==> src/rtl/gray_seq_gen.sv <==
// Gray-code sequence generator with a valid/ready output handshake.
// Single-pass or continuous (wrapping) operation, with stop and start control.
module gray_seq_gen #(
  parameter int WIDTH = 4
) (
  input  logic             clk,
  input  logic             rst,
  input  logic             start,
  input  logic             mode_cont,
  input  logic             stop,
  input  logic             out_ready,
  output logic             out_valid,
  output logic [WIDTH-1:0] out_gray,
  output logic [WIDTH-1:0] out_bin,
  output logic             busy,
  output logic             done,
  output logic             wrap
);

  typedef enum logic [1:0] {
    IDLE = 2'd0,
    RUN  = 2'd1,
    DONE = 2'd2
  } state_t;

  state_t           state_r;
  logic             mode_cont_r;
  logic             stop_pending_r;
  logic             xfer_s;
  logic             last_s;
  logic [WIDTH-1:0] next_bin_s;
  logic [WIDTH-1:0] next_gray_s;

  function automatic logic [WIDTH-1:0] gray_of(input logic [WIDTH-1:0] b);
    return b ^ (b >> 1);
  endfunction

  // Handshake decode and next beat values.
  always_comb begin
    xfer_s      = out_valid & out_ready;
    last_s      = (out_bin == {WIDTH{1'b1}});
    next_bin_s  = out_bin + {{(WIDTH-1){1'b0}}, 1'b1};
    next_gray_s = gray_of(next_bin_s);
  end

  // Sequencer state machine; every output is registered here.
  always_ff @(posedge clk) begin
    if (rst) begin
      state_r        <= IDLE;
      mode_cont_r    <= 1'b0;
      stop_pending_r <= 1'b0;
      out_valid      <= 1'b0;
      out_gray       <= {WIDTH{1'b0}};
      out_bin        <= {WIDTH{1'b0}};
      busy           <= 1'b0;
      done           <= 1'b0;
      wrap           <= 1'b0;
    end else begin
      case (state_r)
        IDLE: begin
          done <= 1'b0;
          wrap <= 1'b0;
          if (start) begin
            mode_cont_r <= mode_cont;
            out_bin     <= {WIDTH{1'b0}};
            out_gray    <= {WIDTH{1'b0}};
            out_valid   <= 1'b1;
            busy        <= 1'b1;
            state_r     <= RUN;
          end
        end
        RUN: begin
          wrap <= 1'b0;
          if (xfer_s) begin
            // A stop request beats both advancing and wrapping.
            if (stop_pending_r || stop) begin
              out_valid <= 1'b0;
              busy      <= 1'b0;
              done      <= 1'b1;
              state_r   <= DONE;
            end else if (last_s && !mode_cont_r) begin
              out_valid <= 1'b0;
              busy      <= 1'b0;
              done      <= 1'b1;
              state_r   <= DONE;
            end else if (last_s) begin
              wrap     <= 1'b1;
              out_bin  <= {WIDTH{1'b0}};
              out_gray <= {WIDTH{1'b0}};
            end else begin
              out_bin  <= next_bin_s;
              out_gray <= next_gray_s;
            end
          end else if (stop) begin
            stop_pending_r <= 1'b1;
          end
        end
        DONE: begin
          done           <= 1'b0;
          stop_pending_r <= 1'b0;
          state_r        <= IDLE;
        end
        default: begin
          state_r   <= IDLE;
          out_valid <= 1'b0;
          busy      <= 1'b0;
          done      <= 1'b0;
          wrap      <= 1'b0;
        end
      endcase
    end
  end

endmodule

==> config.mk <==
export PLATFORM = sky130hd
export DESIGN_NAME = gray_seq_gen
export DESIGN_NICKNAME = d
export VERILOG_FILES = /design/src/rtl/gray_seq_gen.sv
export SDC_FILE = /design/constraint.sdc
export NUM_CORES = 1
export LEC_CHECK = 0
export CAP_MARGIN = 15
export CORE_MARGIN = 1.5
export CORE_UTILIZATION = 47
export DETAILED_ROUTE_END_ITERATION = 10
export PLACE_DENSITY_LB_ADDON = 0.1
export SYNTH_ARGS = -nofsm -noshare
export SYNTH_HDL_FRONTEND = slang
export SYNTH_SLANG_ARGS = --single-unit
==> constraint.sdc <==
create_clock -name clk -period 1.86 [get_ports clk]
set_input_delay 0.279 -clock clk [delete_from_list [all_inputs] [get_ports clk]]
set_output_delay 0.279 -clock clk [all_outputs]
set_load 0.01 [all_outputs]
==> summary by stage, run 1 <==
CTS
The number of cells upsized or downsized after cts is 0. The clock-pin slew reported for the worst setup and hold paths after clock tree synthesis is around 0.090 ns. The clock drives 14 sinks. The post-CTS setup buffer count is 0. The CTS tree is yes. Hold repair after CTS inserted 0 buffers. The clock passes through at most 2 buffers. The number of CTS-inserted buffers is 3. In this run the number of H-tree levels came out at 1. The buffer type at the clock tree root is sky130_fd_sc_hd__clkbuf_4. The latest clock arrival within the worst-skew pair is roughly 0.28 ns.

Timing
Setup violations remaining at the end of the flow were counted as 0. The actual slew at the worst max-slew pin is 0.318 ns. The worst pin sits at a relative slew slack of about 79%. The setup clock skew after layout is 0.00426 ns. Setup repair after global routing left no endpoint under its margin. Hold is met by ~0.46 ns.

The final critical path takes up a little over 90% of the cycle. The accumulated negative setup slack is 0 ns. The final count of hold timing violations is 0.

The timing-limited maximum frequency is 577 MHz. After layout, the minimum clock period comes to 1.73 ns. The count of final max-slew check failures came to 0.

Global routing
The first-pass GRT wire length is 2.61 mm. The overall routing resource usage is a little under a fifth. The maximum number of pins on one net before global-route repair is 14.

After global routing the overflow that remains totals 0. The number of global-route vias before repair is slightly above 600. The initial antenna violation count is 0.

Status
The run finished with clean final reports.

Synthesis
The mean instance size in the synthesized netlist is 8.54 um2. The flip-flop cell with the highest count after synthesis is sky130_fd_sc_hd__dfxtp_1. In this run the cell area of the synthesized design comes to about 740 um2. The cell count after synthesis came out at 87. The number of flops mapped to enable cells by yosys is 0. After synthesis, the largest area contributor takes up between 30% and 40% of total cell area. For this run, asynchronously set or reset flops after synthesis account for 0%. The number of synthesized register bits is 14.

The synthesized netlist net count is 94. The part of the Yosys area used for sequential elements is between 30% and 40%. In the post-synthesis netlist, the biggest area contributors are sky130_fd_sc_hd__dfxtp_1 (38%), sky130_fd_sc_hd__a21oi_1 (4.7%), sky130_fd_sc_hd__a31o_2 (4.7%). The library cell with the highest instance count after synthesis is sky130_fd_sc_hd__dfxtp_1. For this run, the number of Yosys warnings is 0. In this run, distinct cell masters in the synthesized netlist total 35. The leading area contributor after synthesis is sky130_fd_sc_hd__dfxtp_1. After synthesis, the most frequently instantiated cells are sky130_fd_sc_hd__dfxtp_1 (14), sky130_fd_sc_hd__a21oi_1 (7), sky130_fd_sc_hd__nor2_1 (7).

Cells and area
The fraction of final layout cells with drive strength greater than 1 is around 17%. The total inserted antenna cells is 0. At the end of the flow the core is filled with cells to about two thirds. The fill cell instance count of the final layout is 136. The final layout net count is 115.

Relative to the synthesized area, the layout overhead comes to 30.8%.

Power and ir drop
For this design the static power due to leakage is just over 0.0004 uW. The total chip power is between 600 and 700 uW. Across the VDD grid, the largest voltage drop is roughly 0.00044 V. The power density normalized to cell area is between 600 and 700 nW/um2.

Placed design
The post-detailed-placement half-perimeter wirelength is 1.20 mm. The quantity of I/O buffers inserted on ports is 17. At the end of routability-driven placement, the weighted congestion stood at between 0.7 and 0.8.

Floorplan
The placeable core area is roughly 1500 um2. The count of standard-cell rows is 14. The effective utilization at floorplan is approximately half.

The number of I/O pins is 18. The floorplan die height is 42.8 um. The floorplan step defined a die boundary enclosing ~1800 um2.

The chip width is roughly 43 um.

Critical path
The arrival time of data at the critical path endpoint is around 1.9 ns. Of all nets on the critical path, the largest fanout is 13. The setup path with the least slack is of type reg2reg. At the worst endpoint, the required time is 2.05 ns. The kind of end point of the critical path is a register. The startpoint class of the critical path is a register.

Drt
The count of TritonRoute iterations in the first routing pass is 5. The remaining routing DRC violations is 0. The overall routed net length is ~1.6 mm. The overall via count from detail_route is just under 700. The average routed wire per standard cell is approximately 13 um. The violation count after the first detailed-route iteration is 14. Dividing the detail-routed via count by the number of cells gives 5.62. Once detail routing completed, the nets flagged for antenna violations numbered 0.

Hold path
The class of the worst hold path is reg2reg.

Job
Across the run, the number of max-cap violations was 0.
## kinds of logic after synthesis
group,after synthesis,synth area share (%)
fa+ha+maj,1,1.68
buf+inv,11,7.74
mux,1,1.35
flops,14,37.7
compound gates,21,20.0
simple gates,36,27.9
xor+xnor,3,3.54
## final cells by class
cell class	count	area (um2)	area share, %
flip-flops and latches	14	280	28.8
inverters	4	15.0	1.54
clock buffers	4	36.3	3.73
multi-input cells	62	405	41.7
well taps	16	20.0	2.06
repair buffers	23	215	22.1
## stage by stage
| step | setup WS (ns) | area (um2) | cells |
|---|---|---|---|
| after CTS | 0.115 | 972 | 123 |
| final | 0.128 | 972 | 123 |
| after floorplan | 0.130 | 743 | 87 |
| after global placement | 0.0770 | 936 | 119 |
| after global routing | 0.0262 | 972 | 123 |
| after detailed placement | 0.0557 | 936 | 119 |
## where the power goes
group,switching [uW],total [uW],internal [uW]
Clock,103,222,119
Sequential,11.0,322,311
Combinational,52.4,111,58.6
Total,166,655,489
## path summary, 6_finish.rpt
| kind | cells after the start | end | start | slack, ns |
|---|---|---|---|---|
| max | 6 | out_bin[0] | out_bin[1] | 0.13 |
| min | 2 | out_gray[2] | out_gray[2] | 0.46 |
| max reg2reg | 6 | out_bin[0] | out_bin[1] | 0.13 |
| min reg2reg | 2 | out_gray[2] | out_gray[2] | 0.46 |
## registers in the layout, indices dropped and copies added, names as in the netlist
signal,count
out_gray,4
mode_cont_r,1
state_r,2
wrap,1
out_bin,3
busy,1
stop_pending_r,1
done,1
## cell usage in the layout (no fill, tap or decap), types with 2 or more instances in the layout
cell type and n:
sky130_fd_sc_hd__nand2_1 5, sky130_fd_sc_hd__clkbuf_4 3, sky130_fd_sc_hd__nor2b_1 2, sky130_fd_sc_hd__a31o_2 4, sky130_fd_sc_hd__buf_4 6, sky130_fd_sc_hd__o21ai_0 3, sky130_fd_sc_hd__inv_1 4, sky130_fd_sc_hd__o211ai_1 2
sky130_fd_sc_hd__nor3_1 3, sky130_fd_sc_hd__and2_1 2, sky130_fd_sc_hd__nand3_1 4, sky130_fd_sc_hd__a21oi_1 7, sky130_fd_sc_hd__nand3b_1 2, sky130_fd_sc_hd__xor2_1 3, sky130_fd_sc_hd__clkdlybuf4s50_1 17, sky130_fd_sc_hd__dfxtp_1 14
sky130_fd_sc_hd__nor2_1 7
## critical path: stages, from the launching register on
cell,delay (ns)
sky130_fd_sc_hd__dfxtp_1,0.41
sky130_fd_sc_hd__ha_1,0.33
sky130_fd_sc_hd__nand4b_1,0.17
sky130_fd_sc_hd__a41oi_2,0.22
sky130_fd_sc_hd__buf_4,0.22
sky130_fd_sc_hd__nor3_1,0.07
sky130_fd_sc_hd__a31o_2,0.20
## metal layers
layer / vias to the layer above / track usage, % / wire (um)
met4: 0 / 11.3 / 31
met2: 21 / 27.9 / 703
met3: 4 / 2.98 / 60
li1: 350 / - / -
met5: - / 0 / 0
met1: 316 / 25.3 / 780
Note: power is estimated with default switching activity, not from simulation.
==> run 2, diff against run 1 <==
- SETUP_SLACK_MARGIN: not set -> 0.05
- SLEW_MARGIN: not set -> 20
==> run 2 against run 1 <==
Hold slack about the same. Clock power barely moved. Critical endpoint is now out_bin[3]. Total power barely moved. Via count did not move. Wire length down 0.13%. Critical path type is now reg2out. Register-to-register slack better by 0.06 ns. Clock skew barely moved.
==> summary by stage, run 2 (synthesized netlist as in run 1, its figures left out) <==
Placed design
The post-detailed-placement half-perimeter wirelength is 1.20 mm (unchanged). The placer congestion estimate is 0.763 (unchanged). The quantity of I/O buffers inserted on ports is 17 (unchanged).

Global routing
The overall routing resource usage is 18.8% (unchanged). The first-pass GRT wire length is 2.61 mm (unchanged). The initial antenna violation count was 0 (unchanged).

The global-route congestion overflow total is 0 (unchanged). The maximum number of pins on one net before global-route repair came to 14 (unchanged). The number of global-route vias before repair was 604 (unchanged).

Power and ir drop
The power density normalized to cell area was 672 nW/um2 (-0.24%). The fraction of power consumed by combinational cells came to 17.0% (about the same). The share of total power in the clock network is 33.9% (about the same). The total internal power came to 489 uW (about the same).

The fraction of power consumed by sequential logic is 49.2% (about the same). The switching component of the power is 166 uW (-0.14%). The proportion of total power due to net switching came to 25.4% (-0.040 points). The static power due to leakage was 0.000410 uW (-0.73%). The worst IR drop on VDD is 0.000444 V (about the same). The total chip power is 655 uW (about the same).

Timing
The worst max-slew margin expressed relative to the limit is 78.7% (about the same). The ratio of final minimum period to clock period came to 90.2% (-2.9 points). The clock period minus final worst setup slack was 1.68 ns (-0.0541 ns). The timing-limited maximum frequency is 596 MHz (+3.2%). The accumulated negative setup slack is 0 ns (unchanged). The setup clock skew after layout came to 0.00429 ns (+0.0000348 ns). The count of final max-slew check failures came to 0 (unchanged). Setup repair after global routing left no endpoint under its margin.

The count of endpoints failing setup in the final report is 0 (unchanged). The actual slew at the worst max-slew pin is 0.319 ns (+0.00115 ns). The final count of hold timing violations is 0 (unchanged).

Floorplan
The placeable core area is 1490 um2 (unchanged). The die area was 1830 um2 (unchanged). The floorplan die height came to 42.8 um (unchanged).

The chip width is 42.8 um (unchanged). The number of I/O pins was 18 (unchanged). The effective utilization at floorplan is 49.9% (unchanged). The count of standard-cell rows is 14 (unchanged).

Drt
The remaining routing DRC violations came to 0 (unchanged). The violation count after the first detailed-route iteration is 13 (-1). The via count normalized by instance count came to 5.62 (unchanged).

The average routed wire per standard cell was 12.8 um (-0.13%). The overall routed net length came to 1.57 mm (-0.13%). The overall via count from detail_route is 691 (unchanged). The number of antenna-violating nets in the routed design was 0 (unchanged). The count of TritonRoute iterations in the first routing pass was 4 (-1).

CTS
The hold buffer count at CTS is 0 (unchanged). The post-CTS setup buffer count is 0 (unchanged). The latest clock arrival within the worst-skew pair was 0.28 ns (about the same).

The buffer type at the clock tree root is sky130_fd_sc_hd__clkbuf_4. The clock net sink count came to 14 (unchanged). The H-tree depth reported by CTS is 1 (unchanged). The number of CTS-inserted buffers came to 3 (unchanged). The number of cells upsized or downsized after cts is 0 (unchanged). The clock-pin slew reported for the worst setup and hold paths after clock tree synthesis came to 0.09 ns (about the same). The CTS tree is yes. The deepest clock path buffer count was 2 (unchanged).

Critical path
The worst path required time is 1.58 ns (-0.47 ns). The worst setup path is of the reg2out kind. The maximum fanout count along the critical path was 10 (-3). The critical path goes through clkdlybuf4s50_1. The stage delay of the slowest cell on the critical path is 0.60 ns (+0.19 ns). The path depth of the worst reg2reg path is 6 (unchanged). The highest-delay cell along the critical path is sky130_fd_sc_hd__clkdlybuf4s50_1.

STA classifies the critical path startpoint as a register. The number of buffer and inverter instances along the worst setup path is 1 (unchanged). The worst setup path is captured at an output port. The startpoint identified for the worst register-to-register timing path is out_bin[1].

The top cell family by delay on the critical path is buffers and inverters. The end of the worst register-to-register path is out_bin[0]. The logic depth of the worst path, buffers included came to 1 (-5). The internal reg-to-reg setup slack is 0.19 ns (+0.06 ns). The arrival time of data at the critical path endpoint is 1.40 ns (-0.52 ns).

Cells and area
The total inserted antenna cells came to 0 (unchanged). The final layout net count is 115 (unchanged). The number of flip-flops in the largest register came to 4 (unchanged).

Relative to the synthesized area, the layout overhead comes to 31.1%. In the layout the commonest cells are sky130_fd_sc_hd__clkdlybuf4s50_1 (17), sky130_fd_sc_hd__dfxtp_1 (14), sky130_fd_sc_hd__nor2_1 (7), sky130_fd_sc_hd__a21oi_1 (7), sky130_fd_sc_hd__buf_4 (6). The fraction of final layout cells with drive strength greater than 1 is 17.8% (+0.93 points). In the final layout, the registers with the most flip-flops are out_gray (4), out_bin (3), state_r (2).

The top register by number of flip-flops is out_gray. The leading cell type in the layout, fill and taps excluded is sky130_fd_sc_hd__clkdlybuf4s50_1.

Hold path
The worst hold path startpoint is out_gray[2]. The class of the worst hold path is reg2reg. The count of cells along the worst hold path is 2 (unchanged). For hold timing, the worst endpoint is out_gray[2].

Job
The number of max-cap violations is 0 (unchanged).

Status
The run finished with clean final reports.
## run 2: power groups by stage
stage	clock network [uW]	registers, uW	logic (uW)
2_1_floorplan	0	330	63.8
6_report	222	322	111
3_5_place_dp	0	329	111
3_3_place_gp	0	329	109
5_1_grt	236	324	122
4_1_cts	225	322	111
## run 2: stage by stage
step	std cells	hold WS (ns)	utilization, %	worst slack (ns)	cell area (um2)
6_report	123	0.462	65.5	0.182	975
5_1_grt	123	0.484	65.5	0.108	975
4_1_cts	123	0.466	65.3	0.115	972
3_5_place_dp	119	0.454	62.9	0.0557	936
3_3_place_gp	119	0.445	62.9	0.0770	936
2_1_floorplan	87	0.426	-	0.130	743
## run 2: per-layer routing
metal / part of all wire (%) / up-vias / track usage, %
met1: 50 / 318 / 25.3
met4: 2.0 / 0 / 11.3
met3: 3.6 / 4 / 2.98
li1: - / 350 / -
met5: 0 / - / 0
met2: 45 / 19 / 27.9
## run 2: area by class of cell
class                           instances  area [um2]
Inverter                                4        15.0
Tap cell                               16        20.0
Timing Repair Buffer                   23         215
Sequential cell                        14         280
Clock buffer                            4        36.3
Fill cell                             136         514
Multi-Input combinational cell         62         408
## run 2: worst max-delay path by stage
stage                             end  slack, ns         from
after global placement    out_gray[3]       0.08          rst
after floorplan            out_bin[1]       0.13   out_bin[0]
after global routing       out_bin[0]       0.11   out_bin[1]
final                      out_bin[3]       0.18  out_gray[3]
after detailed placement  out_gray[3]       0.06          rst
after CTS                 out_gray[0]       0.12   out_bin[1]
==> run 3, diff against run 2 <==
- PLACE_DENSITY_LB_ADDON: 0.1 -> 0.25
==> run 3 against run 2 <==
Sequential cell count stayed put. Via count is 2.7% higher. Total power hardly changed. Cell count stayed put. Sequential share of layout area stayed put. Register-to-register slack hardly changed. Sequential power hardly changed. Clock skew is 0.0012 ns higher. Hold slack worse by 0.0058 ns. Cell area stayed put. Largest power group unchanged. Maximum frequency is 0.74% lower.
==> summary by stage, run 3 (synthesized netlist as in run 1, its figures left out) <==
Status
The flow ran to the end, and the final reports show no timing, DRC or antenna violations.

Timing
The actual slew at the worst max-slew pin came to 0.337 ns (+0.0177 ns). The count of final max-slew check failures was 0 (unchanged). The timing-limited maximum frequency is 592 MHz (-0.74%).

The accumulated negative setup slack was 0 ns (unchanged). The worst max-slew margin expressed relative to the limit is 77.5% (-1.2 points). The setup clock skew after layout was 0.00552 ns (+0.00123 ns). The count of endpoints failing setup in the final report is 0 (unchanged).

The clock period minus final worst setup slack is 1.69 ns (+0.0125 ns). The ratio of final minimum period to clock period is 90.9% (+0.67 points). Setup repair after global routing left no endpoint under its margin. The final count of hold timing violations was 0 (unchanged).

Critical path
The path type of the worst setup path is reg2out. The first element of the critical path is out_gray[3]. The worst path required time was 1.58 ns (about the same). The internal reg-to-reg setup slack came to 0.19 ns (about the same). The largest individual stage delay along the critical path comes from the cell sky130_fd_sc_hd__clkdlybuf4s50_1. The launching point of the worst reg2reg path is out_bin[1]. The maximum fanout count along the critical path is 10 (unchanged).

The stage delay of the slowest cell on the critical path is 0.60 ns (about the same). The arrival time of data at the critical path endpoint came to 1.41 ns (about the same). Walking the worst path, the cells encountered are clkdlybuf4s50_1. The number of buffer and inverter instances along the worst setup path is 1 (unchanged). The path depth of the worst reg2reg path is 6 (unchanged). The top cell family by delay on the critical path is buffers and inverters. The startpoint class of the critical path is a register. The kind of end point of the critical path is an output port.

The worst register-to-register path ends at out_gray[0].

Placed design
The placer congestion estimate is 0.807 (+5.7%). The number of cells in the design after placement is 119 (unchanged). The post-detailed-placement half-perimeter wirelength was 1.13 mm (-5.9%).

The quantity of I/O buffers inserted on ports is 17 (unchanged).

Cells and area
The number of cells in the finished layout apart from fillers is 123 (unchanged). The leading cell type in the layout, fill and taps excluded is sky130_fd_sc_hd__clkdlybuf4s50_1. The area of the multi-input gates is 408 um2 (unchanged). The fraction of final layout cells with drive strength greater than 1 was 17.8% (unchanged). The fill cell instance count of the final layout is 126 (-7.4%). The top cell types in the final layout, fill and taps aside, are sky130_fd_sc_hd__clkdlybuf4s50_1 (17), sky130_fd_sc_hd__dfxtp_1 (14), sky130_fd_sc_hd__nor2_1 (7), sky130_fd_sc_hd__a21oi_1 (7), sky130_fd_sc_hd__buf_4 (6). The storage element area is 280 um2 (unchanged). The final layout net count is 115 (unchanged). The area growth from synthesis to layout is 31.1% (unchanged). The total inserted antenna cells was 0 (unchanged). out_gray holds more flip-flops than any other register.

The largest registers in the layout are out_gray (4), out_bin (3), state_r (2). The number of flip-flops in the largest register was 4 (unchanged).

Drt
The count of TritonRoute iterations in the first routing pass came to 4 (unchanged). The number of antenna-violating nets in the routed design came to 0 (unchanged). The violation count after the first detailed-route iteration is 18 (+5). The average routed wire per standard cell is 12.4 um (-3.2%). The remaining routing DRC violations was 0 (unchanged). The via count normalized by instance count was 5.77 (+2.7%). The overall via count from detail_route is 710 (+2.7%). The overall routed net length is 1.52 mm (-3.2%).

Power and ir drop
The switching component of the power is 166 uW (+0.18%). The share of total power in the clock network is 34.0% (about the same). The static power due to leakage is 0.000410 uW (unchanged). The fraction of power consumed by combinational cells is 16.8% (-0.2 points). The total internal power is 489 uW (about the same).

The worst IR drop on VDD is 0.000595 V (+34%). The power density normalized to cell area is 673 nW/um2 (about the same). The proportion of total power due to net switching was 25.4% (+0.027 points).

The fraction of power consumed by sequential logic came to 49.2% (about the same).

CTS
The deepest clock path buffer count is 2 (unchanged). The number of CTS-inserted buffers is 3 (unchanged). The post-CTS setup buffer count is 0 (unchanged). The cell sitting at the root of the clock tree is a sky130_fd_sc_hd__clkbuf_4. The clock net sink count was 14 (unchanged). The latest clock arrival within the worst-skew pair is 0.29 ns (about the same). The H-tree depth reported by CTS came to 1 (unchanged). The clock-pin slew reported for the worst setup and hold paths after clock tree synthesis is 0.09 ns (about the same). TritonCTS built the clock tree.

Floorplan
The chip width came to 42.8 um (unchanged). The die area is 1830 um2 (unchanged). The count of standard-cell rows was 14 (unchanged). The effective utilization at floorplan is 49.9% (unchanged). The number of I/O pins is 18 (unchanged). The floorplan die height is 42.8 um (unchanged). The placeable core area is 1490 um2 (unchanged).

Hold path
The endpoint of the worst hold-timing path is out_gray[2]. The count of cells along the worst hold path came to 2 (unchanged). The startpoint identified for the worst hold timing path is out_gray[2]. The class of the worst hold path is reg2reg.

Global routing
The initial antenna violation count is 0 (unchanged). The number of global-route vias before repair came to 607 (+0.50%). The maximum number of pins on one net before global-route repair is 14 (unchanged). The overall routing resource usage came to 19.1% (+0.33 points).

The global-route congestion overflow total is 0 (unchanged). The first-pass GRT wire length is 2.58 mm (-1.1%).

Job
The number of max-cap violations was 0 (unchanged).
[run 3: cell counts in the layout (fill, tap and decap cells not counted)]
No cell type changed its count.
[run 3: worst max-delay path by stage]
stage | to | slack [ns] | cells after the start
2_1_floorplan | out_bin[1] | 0.13 | 7
3_3_place_gp | out_gray[3] | 0.08 | 5
3_5_place_dp | out_gray[3] | 0.07 | 5
4_1_cts | out_gray[0] | 0.14 | 6
5_1_grt | out_gray[0] | 0.06 | 6
6_report | out_gray[3] | 0.17 | 1
[run 3: power groups by stage]
stage / Sequential (uW) / Combinational, uW / Clock, uW
2_1_floorplan: 330 / 63.8 / 0
3_3_place_gp: 329 / 109 / 0
3_5_place_dp: 330 / 109 / 0
4_1_cts: 323 / 110 / 226
5_1_grt: 325 / 121 / 242
6_report: 323 / 110 / 223
[run 3: stage by stage]
stage               power [uW]  area, um2  worst slack (ns)  hold WS (ns)  utilization (%)
detailed placement         439        936            0.0667         0.446             62.9
floorplan                  394        743             0.130         0.426                -
global placement           437        936            0.0811         0.444             62.9
finish                     656        975             0.170         0.456             65.5
CTS                        658        972             0.144         0.459             65.3
global route               688        975            0.0643         0.475             65.5
[run 3: cell type report]
type	count	area share, %
well taps	16	2.05
flip-flops and latches	14	28.8
clock buffers	4	3.72
multi-input cells	62	41.8
inverters	4	1.54
repair buffers	23	22.1
[run 3: worst reg2reg max path: cells and delay by family, from the launching register on]
family	cells	cell delay [ns]
compound gates	2	0.42
fa+ha+maj	1	0.29
buf+inv	1	0.22
flops	1	0.41
simple gates	2	0.22
[run 3: per-layer routing]
metal,GRT usage (%),vias up,wire [um]
li1,-,350,-
met4,11.3,0,51
met2,26.4,22,668
met1,26.3,332,699
met5,0,-,0
met3,5.11,6,104
[run 3: repair_timing]
action | in CTS | in global routing
endpoints found under the setup margin | 0 | 5
hold buffers | 0 | 0
hold endpoints to repair | 0 | 0
gates resized for setup | 0 | 1
